<file path="src/rtl/cpu_types_pkg.sv">
// Shared CPU types: register selects, stall FSM encoding and the latch-control
// bundle driven by the stall controller.
package cpu_types_pkg;

    localparam int unsigned REGBITS_W   = 5;
    localparam int unsigned STALL_CNT_W = 16;

    typedef logic [REGBITS_W-1:0] regbits_t;

    typedef enum logic [1:0] {
        RUN    = 2'b00,
        DWAIT  = 2'b01,
        HALTED = 2'b10
    } stallstate_t;

    // Enables for PC and the four pipeline latches, plus clear-to-NOP strobes
    typedef struct packed {
        logic pc_en;
        logic en_ifid;
        logic en_idex;
        logic en_exmem;
        logic en_memwb;
        logic flush_ifid;
        logic flush_idex;
    } stall_ctl_t;

    localparam stall_ctl_t CTL_NONE   = '{1'b0, 1'b0, 1'b0, 1'b0, 1'b0, 1'b0, 1'b0};
    localparam stall_ctl_t CTL_ALL    = '{1'b1, 1'b1, 1'b1, 1'b1, 1'b1, 1'b0, 1'b0};
    localparam stall_ctl_t CTL_HALT   = '{1'b0, 1'b0, 1'b0, 1'b0, 1'b1, 1'b0, 1'b0};
    localparam stall_ctl_t CTL_BUBBLE = '{1'b0, 1'b0, 1'b1, 1'b1, 1'b1, 1'b0, 1'b1};
    localparam stall_ctl_t CTL_BRANCH = '{1'b1, 1'b1, 1'b1, 1'b1, 1'b1, 1'b1, 1'b1};

    // Load in ID/EX whose destination is read by the instruction in IF/ID
    function automatic logic load_use_hit(input logic     is_load,
                                          input regbits_t wsel,
                                          input regbits_t rs,
                                          input regbits_t rt);
        return is_load && (wsel != '0) && ((wsel == rs) || (wsel == rt));
    endfunction

endpackage

</file>
<file path="src/rtl/sat_counter.sv">
// Saturating up-counter with synchronous clear; holds at all-ones.
module sat_counter #(
    parameter int unsigned W = 16
) (
    input  logic         clk,
    input  logic         clr,
    input  logic         inc,
    output logic [W-1:0] cnt
);

    localparam logic [W-1:0] CNT_MAX = '1;

    always_ff @(posedge clk) begin
        if (clr) begin
            cnt <= '0;
        end else if (inc && (cnt != CNT_MAX)) begin
            cnt <= cnt + W'(1);
        end
    end

endmodule

</file>
<file path="src/rtl/pipe_stall_ctrl.sv">
// Pipeline stall/flush controller: resolves load-use, cache wait, taken branch
// and halt hazards by gating PC and latch enables; counts stalled cycles.
module pipe_stall_ctrl
    import cpu_types_pkg::*;
#(
    parameter int unsigned CNT_W = STALL_CNT_W,
    parameter int unsigned REG_W = REGBITS_W
) (
    input  logic             CLK,
    input  logic             RST,
    input  logic             ihit,
    input  logic             dhit,
    input  logic [31:0]      instr_out_1,
    input  logic             dREN_out_2,
    input  logic [REG_W-1:0] wsel_out_2,
    input  logic             dREN_out_3,
    input  logic             dWEN_out_3,
    input  logic             pcsrc_taken_2,
    input  logic             halt_out_4,
    output logic             pc_en,
    output logic             en_ifid,
    output logic             en_idex,
    output logic             en_exmem,
    output logic             en_memwb,
    output logic             flush_ifid,
    output logic             flush_idex,
    output logic             halt,
    output logic [CNT_W-1:0] stall_cnt,
    output logic [1:0]       state_o
);

    stallstate_t state, state_nxt;
    logic        flush_pend, flush_pend_nxt;
    stall_ctl_t  ctl;
    logic        dmem_busy;
    logic        load_use;
    regbits_t    rs, rt;
    logic        unused_instr_bits;

    assign rs = instr_out_1[25:21];
    assign rt = instr_out_1[20:16];
    assign unused_instr_bits = ^{instr_out_1[31:26], instr_out_1[15:0]};

    assign dmem_busy = (dREN_out_3 || dWEN_out_3) && !dhit;
    assign load_use  = load_use_hit(dREN_out_2, REGBITS_W'(wsel_out_2), rs, rt);

    // State register plus the deferred-flush flag
    always_ff @(posedge CLK) begin
        if (RST) begin
            state      <= RUN;
            flush_pend <= 1'b0;
        end else begin
            state      <= state_nxt;
            flush_pend <= flush_pend_nxt;
        end
    end

    // Next-state logic; a branch seen while memory is busy is parked in flush_pend
    always_comb begin
        state_nxt      = state;
        flush_pend_nxt = flush_pend;
        case (state)
            HALTED: begin
                state_nxt = HALTED;
            end
            RUN, DWAIT: begin
                if (halt_out_4) begin
                    state_nxt      = HALTED;
                    flush_pend_nxt = 1'b0;
                end else if (dmem_busy) begin
                    state_nxt = DWAIT;
                    if (pcsrc_taken_2) begin
                        flush_pend_nxt = 1'b1;
                    end
                end else if (state == DWAIT) begin
                    state_nxt = RUN;
                end else if (pcsrc_taken_2 || flush_pend) begin
                    flush_pend_nxt = 1'b0;
                end
            end
            default: begin
                state_nxt      = RUN;
                flush_pend_nxt = 1'b0;
            end
        endcase
    end

    // Output decode, same priority order as the next-state logic
    always_comb begin
        ctl = CTL_NONE;
        if (RST) begin
            ctl = CTL_NONE;
        end else begin
            case (state)
                RUN, DWAIT: begin
                    if (halt_out_4) begin
                        ctl = CTL_HALT;
                    end else if (dmem_busy) begin
                        ctl = CTL_NONE;
                    end else if (state == DWAIT) begin
                        ctl = CTL_ALL;
                    end else if (pcsrc_taken_2 || flush_pend) begin
                        ctl = CTL_BRANCH;
                    end else if (load_use || !ihit) begin
                        ctl = CTL_BUBBLE;
                    end else begin
                        ctl = CTL_ALL;
                    end
                end
                default: begin
                    ctl = CTL_NONE;
                end
            endcase
        end
    end

    assign pc_en      = ctl.pc_en;
    assign en_ifid    = ctl.en_ifid;
    assign en_idex    = ctl.en_idex;
    assign en_exmem   = ctl.en_exmem;
    assign en_memwb   = ctl.en_memwb;
    assign flush_ifid = ctl.flush_ifid;
    assign flush_idex = ctl.flush_idex;
    assign halt       = (state == HALTED);
    assign state_o    = state;

    sat_counter #(
        .W (CNT_W)
    ) u_stall_cnt (
        .clk (CLK),
        .clr (RST),
        .inc (!ctl.pc_en && (state != HALTED)),
        .cnt (stall_cnt)
    );

endmodule

</file>
<file path="config.mk">
export PLATFORM = sky130hd
export DESIGN_NAME = pipe_stall_ctrl
export DESIGN_NICKNAME = d
export VERILOG_FILES = /design/src/rtl/cpu_types_pkg.sv /design/src/rtl/sat_counter.sv /design/src/rtl/pipe_stall_ctrl.sv
export SDC_FILE = /design/constraint.sdc
export NUM_CORES = 1
export LEC_CHECK = 0
export CAP_MARGIN = 25
export CORE_ASPECT_RATIO = 2
export CORE_MARGIN = 5
export CORE_UTILIZATION = 36
export CTS_CLUSTER_DIAMETER = 30
export DETAILED_ROUTE_END_ITERATION = 8
export PLACE_DENSITY = 0.79
export SYNTH_ARGS = -nofsm -noshare
export SYNTH_HDL_FRONTEND = slang
export SYNTH_SLANG_ARGS = --single-unit
</file>
<file path="constraint.sdc">
create_clock -name CLK -period 2.8 [get_ports CLK]
set_input_delay 0.28 -clock CLK [delete_from_list [all_inputs] [get_ports CLK]]
set_output_delay 0.28 -clock CLK [all_outputs]
set_load 0.005 [all_outputs]
</file>
==> results of run 1 <==
placed cells by master, fill, tap and decap left out:
cell type	Yosys	routed
o21ai_1	7	7
o21bai_1	1	1
a21boi_0	1	1
nand4b_1	5	5
nand2_1	11	11
mux2_2	2	2
nand2_2	1	1
inv_1	4	4
nor3_2	1	1
a211oi_1	1	1
clkbuf_8	0	3
and2_4	1	1
nand3_1	6	6
and4_1	1	1
nor2_1	13	13
a31oi_1	1	1
and3_1	4	4
or4b_4	1	1
o21ai_0	7	7
nand4_1	4	4
nand2b_1	1	1
nor2b_1	3	3
buf_4	2	2
xnor2_1	3	3
a22oi_1	1	1
clkbuf_1	5	1
dfxtp_1	19	19
or3_1	5	5
clkdlybuf4s50_1	0	49
ha_1	1	1
a21oi_1	15	15
or4_1	1	1
a211o_1	1	1
xor2_1	10	10
nor3_1	8	8
state kept, by name (all words and copies together) (netlist names):
name and flops:
flush_pend 1, u_stall_cnt.cnt 16, state_o 2
cells in the mapped netlist:
library cell,number,area (um^2)
nand2_1,11,41.3
dfxtp_1,19,380
mux2_2,2,22.5
nand4b_1,5,43.8
nor3_1,8,40.0
or4_1,1,7.51
xnor2_1,3,26.3
a21boi_0,1,7.51
o21ai_0,7,35.0
xor2_1,10,87.6
nand2_2,1,6.26
nor2_1,13,48.8
or3_1,5,31.3
nor3_2,1,10.0
nand2b_1,1,6.26
a211o_1,1,8.76
nor2b_1,3,18.8
a31oi_1,1,6.26
a211oi_1,1,7.51
and3_1,4,25.0
a21oi_1,15,75.1
or4b_4,1,13.8
o21ai_1,7,35.0
clkbuf_1,5,18.8
ha_1,1,12.5
buf_4,2,15.0
and2_4,1,8.76
and4_1,1,8.76
o21bai_1,1,7.51
nand3_1,6,30.0
inv_1,4,15.0
nand4_1,4,25.0
a22oi_1,1,7.51
area by class of cell:
cell class              instances  area share [%]
clock buffers                   4            2.67
well taps                      31            2.30
flip-flops and latches         19            22.5
multi-input cells             117            41.7
inverters                       4           0.889
repair buffers                 51            29.9
worst paths after layout:
path / depth (start not counted) / slack, ps / start / end
hold reg to reg: 2 / 500 / u_stall_cnt.cnt[10] / u_stall_cnt.cnt[10]
setup / recovery: 6 / 210 / wsel_out_2[1] / en_ifid
setup reg to reg: 7 / 450 / u_stall_cnt.cnt[0] / u_stall_cnt.cnt[5]
hold / removal: 2 / 500 / u_stall_cnt.cnt[10] / u_stall_cnt.cnt[10]
power by group through the flow:
stage          sequential, mW  combinational (mW)  clock (mW)
4_1_cts                 0.292               0.146       0.193
6_report                0.292               0.144       0.189
2_1_floorplan           0.296              0.0654           0
3_5_place_dp            0.298               0.145           0
3_3_place_gp            0.298               0.143           0
5_1_grt                 0.294               0.158       0.200
metrics by stage:
stage	power (mW)	instances	instance area [um^2]	setup slack (ps)	utilization, %
finish	0.625	226	1690	214	54.1
global route	0.653	226	1690	91.8	54.1
CTS	0.631	226	1690	188	54.1
detailed placement	0.443	222	1640	150	52.7
global placement	0.442	222	1640	170	52.7
floorplan	0.362	147	1130	570	-
metal layers:
layer / GRT usage [%] / part of all wire [%] / vias to the layer above
met3: 3.17 / 6.8 / 6
met2: 26.0 / 52 / 48
met5: 0 / 0 / -
met4: 5.73 / 1.4 / 0
met1: 14.6 / 40 / 550
li1: - / - / 623
worst max-delay path, cell delays in order:
cell and delay, ps:
clkdlybuf4s50_1 460, or4_1 540, o21ai_1 180, o21ai_0 130
a21oi_1 180, clkdlybuf4s50_1 530
logic make-up (layout without fill, tap and decap cells):
group                    after synthesis  after routing  synth area share, %
XOR/XNOR                              13             13                 10.0
AO/OA/AOI/OAI                         35             35                 16.8
adder cells (fa/ha/maj)                1              1                 1.10
AND/OR/NAND/NOR                       66             66                 32.2
buffers and inverters                 11             59                 4.30
multiplexers                           2              2                 1.99
flip-flops                            19             19                 33.6
==> out/summary.txt, run 1 <==
Setup bufs post-CTS -> 0
Endpoints failing setup -> 0
Worst Path Required -> 2520 ps
Mapped Area -> 1130 um^2
WP data arrival -> 2310 ps
Htree depth -> 1
Inserted Clock Buffers -> 3
Layout cells sized above 1 -> 5.64%
CTS tree -> built
IO Port Bufs -> 49
Yosys cell types -> 33
Post-CTS Resized -> 0
P_int -> 463 uW
Via density -> 5.43
Worst-margin pin slew -> 482 ps
Global route overflow -> 0
Syn_area_per_cell -> 7.71 um^2
Clock buffer depth -> 2
Switching share of total power -> 25.9%
Initial antenna violation count -> 0
Final period util -> 92.3%
Nets@finish -> 243
ANT nets after route -> 0
FF+latch area -> 380 um^2
Die area -> 4440 um^2
Root buf cell -> clkbuf_8
RSZ-0062 raised after global routing -> false
Psw -> 162 uW
Hold slack -> 498 ps
Drt total wl -> 3.00 mm
Seq pwr share -> 46.7%
Multi-input gate area -> 704 um^2
Yosys reg bits -> 19
P&R area growth vs syn -> 49.0%
Largest net degree at the start of global routing -> 22
Gate power share -> 23.0%
Detailed placement HPWL -> 2.37 mm
Clock share of power -> 30.3%
DRC -> 0
FP Rows -> 29
Register area share after synthesis -> 33.6%
Worst VDD drop -> 0.321 mV
Clock skew -> 3.11 ps
First-pass GRT wire length -> 5.04 mm
Slew Limit Fails -> 0
Post-Syn Nets -> 194
Worst hold-check path type -> flip-flop to flip-flop
Die Width -> 49.7 um
Clk_lat worst skew -> 250 ps
Initial Utilization -> 36.3%
Element type at the critical path start -> input port
TritonRoute pass-1 iters -> 4
Final GP Congestion -> 0.761
Max Cap Viol -> 0
Crit Path Category -> input port to output port
Crit end category -> output port
Max-slew headroom -> 67.5%
Fillers -> 289
Core area -> 3120 um^2
CP max FO -> 3
DIE HEIGHT -> 89.4 um
CTS hold repair buffers -> 0
LEAKAGE -> 0.598 nW
IO Pins -> 72
Total clock sinks -> 19
Initial DRC Count -> 30
F_max -> 0.387 GHz
GRT Total Usage -> 13.9%
Final hold vios -> 0
PwrDens -> 370 nW/um^2
Warnings from Yosys -> 0
Worst-path clk slew -> 70 ps
Total Neg Setup Slack -> 0 ps
Via count -> 1227
Vias in the first global route -> 1160
Cells after Synth -> 147
# diodes -> 0
WL/cell -> 13.3 um
Post-route minimum period -> 2590 ps
Status -> finished, final reports clean
Power figures use the tool's default switching activity.
==> run 2, diff against run 1 <==
- CORE_UTILIZATION: 36 -> 38
- DONT_BUFFER_PORTS: unset -> 1
- PLACE_DENSITY: 0.79 -> unset
==> out/summary.txt, run 2 (synthesis gave the netlist of run 1 again) <==
Worst-path clk slew -> 70 ps (about the same)
Worst Path Required -> 3000 ps (+480 ps)
Routed met1 length -> 932 um (-23%)
Status -> finished, final reports clean
Via count -> 1070 (-13%)
Top register by number of flip-flops -> u_stall_cnt.cnt
F_max -> 0.414 GHz (+7.1%)
Worst-margin pin slew -> 499 ps (+17.1 ps)
Root buf cell -> clkbuf_8
WL/cell -> 15.9 um (+20%)
Commonest non-fill, non-tap cell in the layout -> dfxtp_1
DRC -> 0 (unchanged)
IO Pins -> 72 (unchanged)
Inserted Clock Buffers -> 3 (unchanged)
Worst hold-check path type -> input port to flip-flop
CTS hold repair buffers -> 0 (unchanged)
PwrDens -> 473 nW/um^2 (+28%)
Met3 routed WL -> 382 um (+87%)
Die Width -> 48.6 um (-2.1%)
WP data arrival -> 2610 ps (+300 ps)
Max-slew headroom -> 66.4% (-1.1 points)
Final period util -> 86.2% (-6.2 points)
First-pass GRT wire length -> 4.48 mm (-11%)
Total Neg Setup Slack -> 0 ps (unchanged)
Cell Area, Placed -> 1140 um^2 (-31%)
Element type at the critical path start -> flip-flop
DIE HEIGHT -> 87.2 um (-2.4%)
Via density -> 6.15 (+13%)
Initial Utilization -> 39.0% (+2.7 points)
Max FFs per register -> 16 (unchanged)
RSZ-0062 raised after global routing -> false
Nets@finish -> 192 (-21%)
Worst path slowest cell -> or4b_4
LEAKAGE -> 0.408 nW (-32%)
Detailed placement HPWL -> 2.15 mm (-9.4%)
Initial antenna violation count -> 0 (unchanged)
IO Port Bufs -> 0 (-100%)
Post-route minimum period -> 2410 ps (-172 ps)
# diodes -> 0 (unchanged)
Worst VDD drop -> 0.264 mV (-18%)
Crit-path cells -> ha_1, and3_1, a31oi_1, or4b_4, and2_4, or3_1, a21oi_1
Post-CTS Resized -> 0 (unchanged)
Max Cap Viol -> 0 (unchanged)
Global route overflow -> 0 (unchanged)
Fillers -> 314 (+8.7%)
Slew Limit Fails -> 0 (unchanged)
WL met2 -> 1.40 mm (-9.9%)
FP Rows -> 28 (-3.4%)
Final hold vios -> 0 (unchanged)
Commonest non-fill, non-tap cells in the layout -> dfxtp_1, a21oi_1, nor2_1
Post-route design area -> 1180 um^2 (-30%)
Die area -> 4240 um^2 (-4.5%)
TritonRoute pass-1 iters -> 5 (+1)
Critical Path Max Stage Delay -> 520 ps (-20 ps)
Total clock sinks -> 19 (unchanged)
Family with the most delay on the worst path -> simple AND/OR/NAND/NOR gates
Largest net degree at the start of global routing -> 23 (+4.5%)
Crit Path Category -> flip-flop to flip-flop
CP bufs+invs -> 0 (-2)
Clock buffer depth -> 2 (unchanged)
Clock skew -> 0.970 ps (-2.14 ps)
Highest routed metal layer -> met4
Endpoints failing setup -> 0 (unchanged)
CP max FO -> 16 (+13)
GRT Total Usage -> 13.0% (-0.96 points)
Crit end category -> flip-flop
Initial DRC Count -> 13 (-57%)
Clk_lat worst skew -> 260 ps (about the same)
Htree depth -> 1 (unchanged)
ANT nets after route -> 0 (unchanged)
Final GP Congestion -> 0.727 (-4.5%)
Drt total wl -> 2.77 mm (-7.9%)
Core area -> 2910 um^2 (-6.8%)
P&R area growth vs syn -> 4.30%
Vias in the first global route -> 1008 (-13%)
Setup bufs post-CTS -> 0 (unchanged)
Layout cells sized above 1 -> 6.25% (+0.61 points)
CTS tree -> built
==> run 2: changes by cell type in the layout (fill, tap and decap cells not counted) <==
cell,change
buf_4,-2
clkdlybuf4s50_1,-49
==> run 2: final timing paths <==
path / start / end / slack (ps) / cells past startpoint
max: u_stall_cnt.cnt[0] / u_stall_cnt.cnt[12] / 390 / 7
max reg2reg: u_stall_cnt.cnt[0] / u_stall_cnt.cnt[12] / 390 / 7
min: RST / u_stall_cnt.cnt[10] / 80 / 1
min reg2reg: u_stall_cnt.cnt[10] / u_stall_cnt.cnt[10] / 510 / 2
==> run 2: layer usage <==
layer / global-route usage (%) / up-vias
met3: 7.03 / 5
met2: 23.1 / 56
met1: 11.7 / 494
met4: 5.88 / 0
li1: - / 515
met5: 0 / -
==> run 2: layout make-up <==
type / count / area [um^2] / area share [%]
clock buffers: 4 / 45.0 / 3.81
multi-input cells: 117 / 704 / 59.6
inverters: 4 / 15.0 / 1.27
flip-flops and latches: 19 / 380 / 32.2
well taps: 30 / 37.5 / 3.17
==> run 2: per-stage QoR <==
| step | util [%] | setup slack [ps] | power [mW] | hold slack, ps | std cells |
|---|---|---|---|---|---|
| after global routing | 40.7 | 240 | 0.590 | 73.7 | 174 |
| after CTS | 40.7 | 366 | 0.567 | 77.9 | 174 |
| final | 40.7 | 386 | 0.560 | 81.0 | 174 |
| after detailed placement | 39.1 | 388 | 0.373 | 355 | 170 |
| after floorplan | - | 570 | 0.362 | 434 | 147 |
| after global placement | 39.1 | 426 | 0.370 | 353 | 170 |
==> run 2: where the power goes <==
group / switching, mW / internal (mW)
clock: 0.0926 / 0.101
combinational: 0.0417 / 0.0298
sequential: 0.0146 / 0.279
total: 0.149 / 0.411
